--- config.mk ---
export PLATFORM = sky130hd
export DESIGN_NAME = conv_encoder_framed
export DESIGN_NICKNAME = d
export VERILOG_FILES = /design/src/rtl/viterbi_pkg.sv /design/src/rtl/conv_enc_core.sv /design/src/rtl/conv_encoder_framed.sv
export SDC_FILE = /design/constraint.sdc
export NUM_CORES = 1
export LEC_CHECK = 0
export BUFFER_PORTS_ARGS = -buffer_cell sky130_fd_sc_hd__clkbuf_2
export CORE_UTILIZATION = 58
export DETAILED_ROUTE_END_ITERATION = 8
export PLACE_DENSITY = 0.83
export SLEW_MARGIN = 20
export SYNTH_ARGS = -nofsm -noshare
export SYNTH_HDL_FRONTEND = slang
export SYNTH_SLANG_ARGS = --single-unit
--- constraint.sdc ---
create_clock -name clk -period 3.1 [get_ports clk]
set_input_delay 0.31 -clock clk [delete_from_list [all_inputs] [get_ports clk]]
set_output_delay 0.31 -clock clk [all_outputs]
set_load 0.005 [all_outputs]
--- src/rtl/viterbi_pkg.sv ---
// Shared definitions for the K=3 convolutional encoder and Viterbi decoder.
// Holds trellis constants, the symbol type and the encoder FSM states.
package viterbi_pkg;

    localparam int         K          = 3;
    localparam int         NUM_STATES = 4;
    localparam logic [2:0] G0_DEFAULT = 3'b111;
    localparam logic [2:0] G1_DEFAULT = 3'b101;

    typedef logic [1:0] sym_t;

    typedef enum logic [1:0] {
        IDLE,
        DATA,
        TAIL
    } enc_state_t;

    function automatic logic parity3(input logic [2:0] v);
        return ^v;
    endfunction

endpackage

--- src/rtl/conv_enc_core.sv ---
// Combinational rate-1/2 K=3 trellis step: (u, s) -> (c0, c1, next_s).
// Ports: u_i input bit, s_i state {newest, oldest}, c0_o/c1_o code bits,
// next_s_o successor state.
module conv_enc_core
    import viterbi_pkg::*;
#(
    parameter logic [2:0] G0 = G0_DEFAULT,
    parameter logic [2:0] G1 = G1_DEFAULT
) (
    input  logic       u_i,
    input  logic [1:0] s_i,
    output logic       c0_o,
    output logic       c1_o,
    output logic [1:0] next_s_o
);

    logic [2:0] taps;

    // Bit 2 is the current input, bit 0 the oldest stored bit.
    assign taps     = {u_i, s_i};
    assign c0_o     = parity3(G0 & taps);
    assign c1_o     = parity3(G1 & taps);
    assign next_s_o = {u_i, s_i[1]};

endmodule

--- src/rtl/conv_encoder_framed.sv ---
// Framed rate-1/2 K=3 convolutional encoder with two zero tail bits per frame.
// Ports: clk/reset (sync, active-high); in_valid/in_bit/in_last/in_ready data
// input; out_valid/out_sym/out_last/out_ready symbol output; frame_err pulses
// on truncation at MAX_FRAME_BITS; bit_count counts data bits in the frame.
module conv_encoder_framed
    import viterbi_pkg::*;
#(
    parameter int         MAX_FRAME_BITS = 64,
    parameter logic [2:0] G0             = G0_DEFAULT,
    parameter logic [2:0] G1             = G1_DEFAULT,
    localparam int        CW             = $clog2(MAX_FRAME_BITS + 1)
) (
    input  logic          clk,
    input  logic          reset,
    input  logic          in_valid,
    input  logic          in_bit,
    input  logic          in_last,
    output logic          in_ready,
    output logic          out_valid,
    output logic [1:0]    out_sym,
    input  logic          out_ready,
    output logic          out_last,
    output logic          frame_err,
    output logic [CW-1:0] bit_count
);

    enc_state_t    state_q, state_d;
    logic [1:0]    s_q, s_d;
    logic [CW-1:0] cnt_q, cnt_d;
    logic          tail_q, tail_d;
    logic          vld_q, vld_d;
    sym_t          sym_q, sym_d;
    logic          last_q, last_d;
    logic          err_q, err_d;

    logic          slot_free;
    logic          accept;
    logic          u;
    logic          c0, c1;
    logic [1:0]    s_nxt;

    // The slot can be refilled in the same cycle its symbol leaves.
    assign slot_free = !vld_q || out_ready;
    assign in_ready  = !reset && slot_free && (state_q != TAIL);
    assign accept    = in_valid && in_ready;

    // Tail bits are forced to zero to flush the trellis back to state 0.
    assign u = (state_q == TAIL) ? 1'b0 : in_bit;

    conv_enc_core #(
        .G0 (G0),
        .G1 (G1)
    ) u_core (
        .u_i      (u),
        .s_i      (s_q),
        .c0_o     (c0),
        .c1_o     (c1),
        .next_s_o (s_nxt)
    );

    always_comb begin
        state_d = state_q;
        s_d     = s_q;
        cnt_d   = cnt_q;
        tail_d  = tail_q;
        vld_d   = vld_q;
        sym_d   = sym_q;
        last_d  = last_q;
        err_d   = 1'b0;

        if (vld_q && out_ready) begin
            vld_d  = 1'b0;
            last_d = 1'b0;
        end

        unique case (state_q)
            IDLE: begin
                if (accept) begin
                    vld_d  = 1'b1;
                    sym_d  = {c0, c1};
                    last_d = 1'b0;
                    s_d    = s_nxt;
                    cnt_d  = CW'(1);
                    tail_d = 1'b0;
                    if (in_last || (MAX_FRAME_BITS == 1)) begin
                        state_d = TAIL;
                    end else begin
                        state_d = DATA;
                    end
                end
            end
            DATA: begin
                if (accept) begin
                    vld_d  = 1'b1;
                    sym_d  = {c0, c1};
                    last_d = 1'b0;
                    s_d    = s_nxt;
                    cnt_d  = cnt_q + CW'(1);
                    if (in_last) begin
                        state_d = TAIL;
                    end else if ((cnt_q + CW'(1)) == CW'(MAX_FRAME_BITS)) begin
                        state_d = TAIL;
                        err_d   = 1'b1;
                    end
                end
            end
            TAIL: begin
                if (slot_free) begin
                    vld_d  = 1'b1;
                    sym_d  = {c0, c1};
                    last_d = tail_q;
                    s_d    = s_nxt;
                    tail_d = !tail_q;
                    // Second tail symbol closes the frame.
                    if (tail_q) begin
                        state_d = IDLE;
                        cnt_d   = '0;
                        s_d     = 2'b00;
                        tail_d  = 1'b0;
                    end
                end
            end
            default: begin
                state_d = IDLE;
            end
        endcase
    end

    always_ff @(posedge clk) begin
        if (reset) begin
            state_q <= IDLE;
            s_q     <= 2'b00;
            cnt_q   <= '0;
            tail_q  <= 1'b0;
            vld_q   <= 1'b0;
            sym_q   <= 2'b00;
            last_q  <= 1'b0;
            err_q   <= 1'b0;
        end else begin
            state_q <= state_d;
            s_q     <= s_d;
            cnt_q   <= cnt_d;
            tail_q  <= tail_d;
            vld_q   <= vld_d;
            sym_q   <= sym_d;
            last_q  <= last_d;
            err_q   <= err_d;
        end
    end

    assign out_valid = vld_q;
    assign out_sym   = sym_q;
    assign out_last  = last_q;
    assign frame_err = err_q;
    assign bit_count = cnt_q;

endmodule

==> out/qor.yml, run 1 <==
n_fill_cell: 129
core_um2: 1577
grt_max_degree: 17
die_area_um2: 1952
synthCells: 122
gp_congestion: 0.8425
numCtsBuffers: 3
dieHeight_um: 44.19
period_minus_slack_ns: 2.194
syn_area_per_cell_um2: 8.461
grt_overflow: 0
ys_warn_count: 0
drc_errors: 1
synth_top_flop_cell: "dfxtp_1"
power_density_nw_per_um2: 657.5
clock_sinks: 17
dr.pass1.iters: 9
worstReg2RegStart: "bit_count[0]"
grt_pass1_vias: 849
avgViaCountPerCell: 6.290
synth_edf_count: 0
p_leak_nw: 0.4599
worstSetupPathType: "flip-flop to flip-flop"
end_kind: "flip-flop"
cts_setup_buffers: 0
startpoint: "bit_count[0]"
start_util: 0.6548
holdCritPathClass: "primary input to flip-flop"
synth_top_area_frac: 0.3297
port_buffers: 18
multi_input_comb_area_um2: 636.9
holdBufCountCts: 0
cts_max_level: 1
final_util: 0.7286
worstMarginPinSlew_ns: 0.5153
synth-seq-cells: 17
placementRows: 14
wl_per_cell_um: 14.51
wl_mm: 2.249
antenna_found_initial: 0
synth_common_cells: "dfxtp_1 (17), a21oi_1 (10), nor2_1 (10)"
cts.repair.resized: 0
die_w_um: 44.19
final_max_slew_viol_count: 0
grt_setup_unrepaired: "false"
clkLatencyLatePin_ns: 0.29
yosysTopAreaCell: "dfxtp_1"
num_vias: 975
min_from: "in_last"
finalSetupTns_ns: 0
outcome: "finished, violations left"
antenna_left: 0
ios: 19
crit_path_start_kind: "flip-flop"
fin_skew_ns: 0.0008558
synth_most_common_cell: "dfxtp_1"
drive_gt1_frac: 0.2086
synth_area_um2: 1032
ctsLongestPathBuffers: 2
worstPathMaxFanout: 7
grt_pass1_wl_mm: 3.712
maxCapViolCount: 0
max_slew_margin: 0.6565
cts-root-buf: "clkbuf_4"
track_usage: 0.2494
fin_crit_sh: 0.7077
cts_tree: "done"
max_freq_ghz: 0.4558
syn_nets: 134
hold_viol_final: 0
violations: "DRC"
ys_seq_area_frac: 0.3297
clk_pin_slew_worst_paths_ns: 0.10
drt_first_iter_violations: 43
regArea_um2: 340.3
ys_types: 38
async_reset_ff_frac: 0
arrival_ns: 2.41
fin_nets: 152
antenna_cells: 0
synth.area.top_cells: "dfxtp_1 (33%), ha_1 (7.3%), a21oi_1 (4.8%), mux2i_1 (3.9%), o21ai_0 (3.9%)"
setup_viol: 0
area_growth_pct: 11.27
dpl.hpwl_mm: 1.702
crit_required_ns: 3.31
ir_worst_vdd_mv: 0.5016
-- area by class of cell --
| type | instances | area share |
|---|---|---|
| inverter | 9 | 0.02941 |
| tap | 16 | 0.01743 |
| timing repair buffer | 18 | 0.07843 |
| sequential | 17 | 0.2963 |
| clock inverter | 1 | 0.004357 |
| clock buffer | 3 | 0.01961 |
| multi-input combinational | 91 | 0.5545 |
-- routing by layer --
layer,global-route usage,wire (um),vias up
li1,-,-,474
met1,0.3503,1049,458
met2,0.4059,1058,39
met3,0.02449,122,4
met4,0.07273,19,0
met5,0,0,-
-- path summary, 6_finish.rpt --
kind                end  slack, ns  depth (start not counted)
min           frame_err       0.25                          2
min reg2reg      s_q[0]       0.50                          2
max reg2reg  state_q[1]       0.91                          6
max          state_q[1]       0.91                          6
-- per-stage QoR --
stage,setup slack (ns),cell area [um^2],std cells,total power [mW],hold slack [ns]
2_1_floorplan,1.130,1032,122,0.5471,0.3893
4_1_cts,0.9260,1149,155,0.7516,0.2493
3_5_place_dp,0.9506,1121,151,0.6328,0.4826
5_1_grt,0.7262,1149,155,0.8042,0.2635
6_report,0.9060,1149,155,0.7552,0.2484
3_3_place_gp,1.005,1121,151,0.6203,0.4758
-- logic make-up after synthesis --
kind of cell,Yosys count,share of synthesized area
AOI/OAI and AO/OA,34,0.2485
xor gates and xnor gates,3,0.02546
adders and majority gates,6,0.07273
buffers and inverters,14,0.05333
DFF,17,0.3297
muxes,4,0.03879
and+or+nand+nor,44,0.2315
-- flip-flops by register name (all words and copies together), names as in the netlist --
name       count
bit_count      7
frame_err      1
out_last       1
out_sym        2
out_valid      1
s_q            2
state_q        2
tail_q         1
-- critical path, stage by stage (launching register included) --
cell and delay, ns:
dfxtp_1 0.46, ha_1 0.30, nand4_1 0.18, or3_4 0.39
a2111oi_4 0.40, o31ai_2 0.12, a221oi_2 0.27
-- layout by cell type, fill, tap and decap left out, drive strengths merged, types with 2 or more instances in the layout --
cell type / netlist / final
a21oi: 10 / 10
a311oi: 2 / 2
and2: 3 / 3
clkbuf: 3 / 21
dfxtp: 17 / 17
ha: 6 / 6
inv: 9 / 9
mux2i: 4 / 4
nand2: 6 / 6
nand2b: 3 / 3
nand3: 6 / 6
nand4: 3 / 3
nor2: 10 / 10
nor2b: 4 / 4
nor3: 2 / 2
o21ai: 8 / 8
o31ai: 3 / 3
or3: 2 / 2
xor2: 3 / 3
-- report_power, final --
part | switching, mW | internal (mW) | total, mW
clock | 0.0721 | 0.0479 | 0.120
sequential | 0.0324 | 0.250 | 0.283
combinational | 0.206 | 0.147 | 0.352
Power figures use the tool's default switching activity.
==> run 2, diff against run 1 <==
--- a/config.mk
+++ b/config.mk
@@ -6,9 +6,9 @@
 export NUM_CORES = 1
 export LEC_CHECK = 0
 export BUFFER_PORTS_ARGS = -buffer_cell sky130_fd_sc_hd__clkbuf_2
-export CORE_UTILIZATION = 58
+export CORE_UTILIZATION = 54
 export DETAILED_ROUTE_END_ITERATION = 8
-export PLACE_DENSITY = 0.83
+export PLACE_DENSITY = 0.78
 export SLEW_MARGIN = 20
 export SYNTH_ARGS = -nofsm -noshare
 export SYNTH_HDL_FRONTEND = slang
==> constraint.sdc (replaced) <==
create_clock -name clk -period 2.1 [get_ports clk]
set_input_delay 0.21 -clock clk [delete_from_list [all_inputs] [get_ports clk]]
set_output_delay 0.21 -clock clk [all_outputs]
set_load 0.005 [all_outputs]
==> out/qor.yml, run 2 (synthesized netlist as in run 1, its figures left out) <==
rr_worst_depth: 6  # unchanged
reg2reg_slack_ns: 0.18  # -0.73 ns
grt_pass1_vias: 861  # +1.4%
worstMarginPinSlew_ns: 0.4282  # -0.08705 ns
die_area_um2: 2090  # +7.1%
startpoint: "bit_count[1]"
worstSetupPathType: "flip-flop to flip-flop"
layout_commonest_cell: "clkbuf_2"
worstReg2RegStart: "bit_count[1]"
port_buffers: 18  # unchanged
maxCapViolCount: 0  # unchanged
setup_viol: 0  # unchanged
grt_use_met2: 0.4286  # +0.02269
antenna_left: 0  # unchanged
cts-root-buf: "clkbuf_4"
power_frac_seq: 0.352  # -0.022
crit_path_start_kind: "flip-flop"
antenna_found_initial: 0  # unchanged
start_util: 0.5851  # -0.06966
path_cells: "ha_1, nand4_1, or3_4, a2111oi_4, o31ai_2, a221oi_2"
cts_setup_buffers: 0  # unchanged
crit_required_ns: 2.32  # -0.99 ns
p_leak_nw: 0.5079  # +10%
drc_errors: 0  # -1
gp_congestion: 0.8556  # +1.6%
crit_end: "state_q[1]"
wl_mm: 2.391  # +6.3%
grt_setup_unrepaired: "false"
met1_usage: 0.3123  # -0.03791
track_usage: 0.2508  # +0.001456
num_vias: 970  # -0.51%
multi_input_comb_area_um2: 636.9  # unchanged
cts_max_level: 1  # unchanged
cts_tree: "done"
holdBufCountCts: 0  # unchanged
outcome: "completed"
p_int_mw: 0.6884  # +55%
end_kind: "flip-flop"
numCtsBuffers: 3  # unchanged
crit_family: "compound AO/OA/AOI/OAI gates"
cp.depth: 6  # unchanged
max_freq_ghz: 0.5208  # +14%
cp_slowest_cell: "dfxtp_2"
clk_pin_slew_worst_paths_ns: 0.11  # about the same
n_fill_cell: 160  # +24%
ios: 19  # unchanged
placementRows: 15  # +1
hold_viol_final: 0  # unchanged
fin_skew_ns: 0.004497  # +0.003641 ns
final_max_slew_viol_count: 0  # unchanged
clock_sinks: 17  # unchanged
cpPeakStageDelay_ns: 0.39  # -0.07 ns
switching_share: 0.4052  # -0.005739
grt_pass1_wl_mm: 3.739  # +0.73%
wl_per_cell_um: 13.82  # -4.7%
largest_register_ffs: 7  # unchanged
grtUsageMet3: 0.04762  # +0.02313
worstPathMaxFanout: 6  # -1
clkLatencyLatePin_ns: 0.29  # about the same
drive_gt1_frac: 0.2635  # +0.05488
fin_crit_sh: 0.9144  # +0.2067
cp_num_buf_inv: 0  # unchanged
drt_first_iter_violations: 20  # -53%
ir_worst_vdd_mv: 0.6730  # +34%
cts.repair.resized: 0  # unchanged
pwr-share-clk: 0.155  # -0.004
top_usage_layer: "met2"
regArea_um2: 341.6  # +0.37%
max_slew_margin: 0.7115  # +0.05502
die_w_um: 45.72  # +3.5%
grt_overflow: 0  # unchanged
avgViaCountPerCell: 5.607  # -11%
finalSetupTns_ns: 0  # unchanged
design_area_um2: 1229  # +7.0%
combPwrFrac: 0.493  # +0.026
dpl.hpwl_mm: 1.821  # +7.0%
period_minus_slack_ns: 1.920  # -0.2737 ns
most-common-layout-cells: "clkbuf_2 (18), dfxtp_1 (16), nor2_1 (10), a21oi_1 (10)"
grt_max_degree: 16  # -1
power_density_nw_per_um2: 942.1  # +43%
holdCritPathClass: "primary input to flip-flop"
r2r_end: "state_q[1]"
dr.pass1.iters: 4  # -5
dpl_cell_area_um2: 1200  # +7.0%
antenna_cells: 0  # unchanged
ctsLongestPathBuffers: 2  # unchanged
arrival_ns: 2.14  # -0.27 ns
core_um2: 1764  # +12%
p_sw_mw: 0.4691  # +51%
fin_nets: 161  # +5.9%
dieHeight_um: 45.72  # +3.5%
area_growth_pct: 19.03
run 2: cell types whose count changed in the layout (fill, tap and decap cells not counted), sizes merged:
cell	delta
buf	+9
run 2: per-layer routing:
layer	wire, um	vias to the layer above
met3	93	4
met5	0	-
li1	-	492
met2	1215	20
met4	27	0
met1	1055	454
run 2: metrics by stage:
| stage | instances | power [mW] | setup slack [ns] | utilization | hold WS (ns) |
|---|---|---|---|---|---|
| 2_1_floorplan | 122 | 0.8076 | 0.1295 | - | 0.2893 |
| 5_1_grt | 173 | 1.237 | 0.06404 | 0.6965 | 0.1396 |
| 6_report | 173 | 1.157 | 0.1797 | 0.6965 | 0.1310 |
| 4_1_cts | 173 | 1.156 | 0.09940 | 0.6957 | 0.1275 |
| 3_5_place_dp | 169 | 0.9743 | 0.1075 | 0.6801 | 0.4459 |
| 3_3_place_gp | 169 | 0.9520 | 0.2035 | 0.6801 | 0.4409 |
run 2: final cells by class:
| class | instances | area share |
|---|---|---|
| sequential | 17 | 0.2780 |
| tap | 25 | 0.02546 |
| clock inverter | 1 | 0.004073 |
| clock buffer | 3 | 0.01833 |
| inverter | 9 | 0.02749 |
| timing repair buffer | 27 | 0.1283 |
| multi-input combinational | 91 | 0.5183 |
run 2: worst min-delay path by stage:
stage,from,to,depth (start not counted)
4_1_cts,in_last,frame_err,2
3_3_place_gp,in_last,frame_err,2
6_report,in_last,frame_err,2
5_1_grt,in_last,frame_err,2
2_1_floorplan,in_last,frame_err,1
3_5_place_dp,in_last,frame_err,2
run 2: power by group through the flow:
stage,clock network [mW],logic [mW],registers (mW)
after global routing,0.195,0.628,0.414
after CTS,0.183,0.565,0.408
after detailed placement,0,0.560,0.414
final,0.180,0.570,0.408
after global placement,0,0.540,0.412
after floorplan,0,0.392,0.415
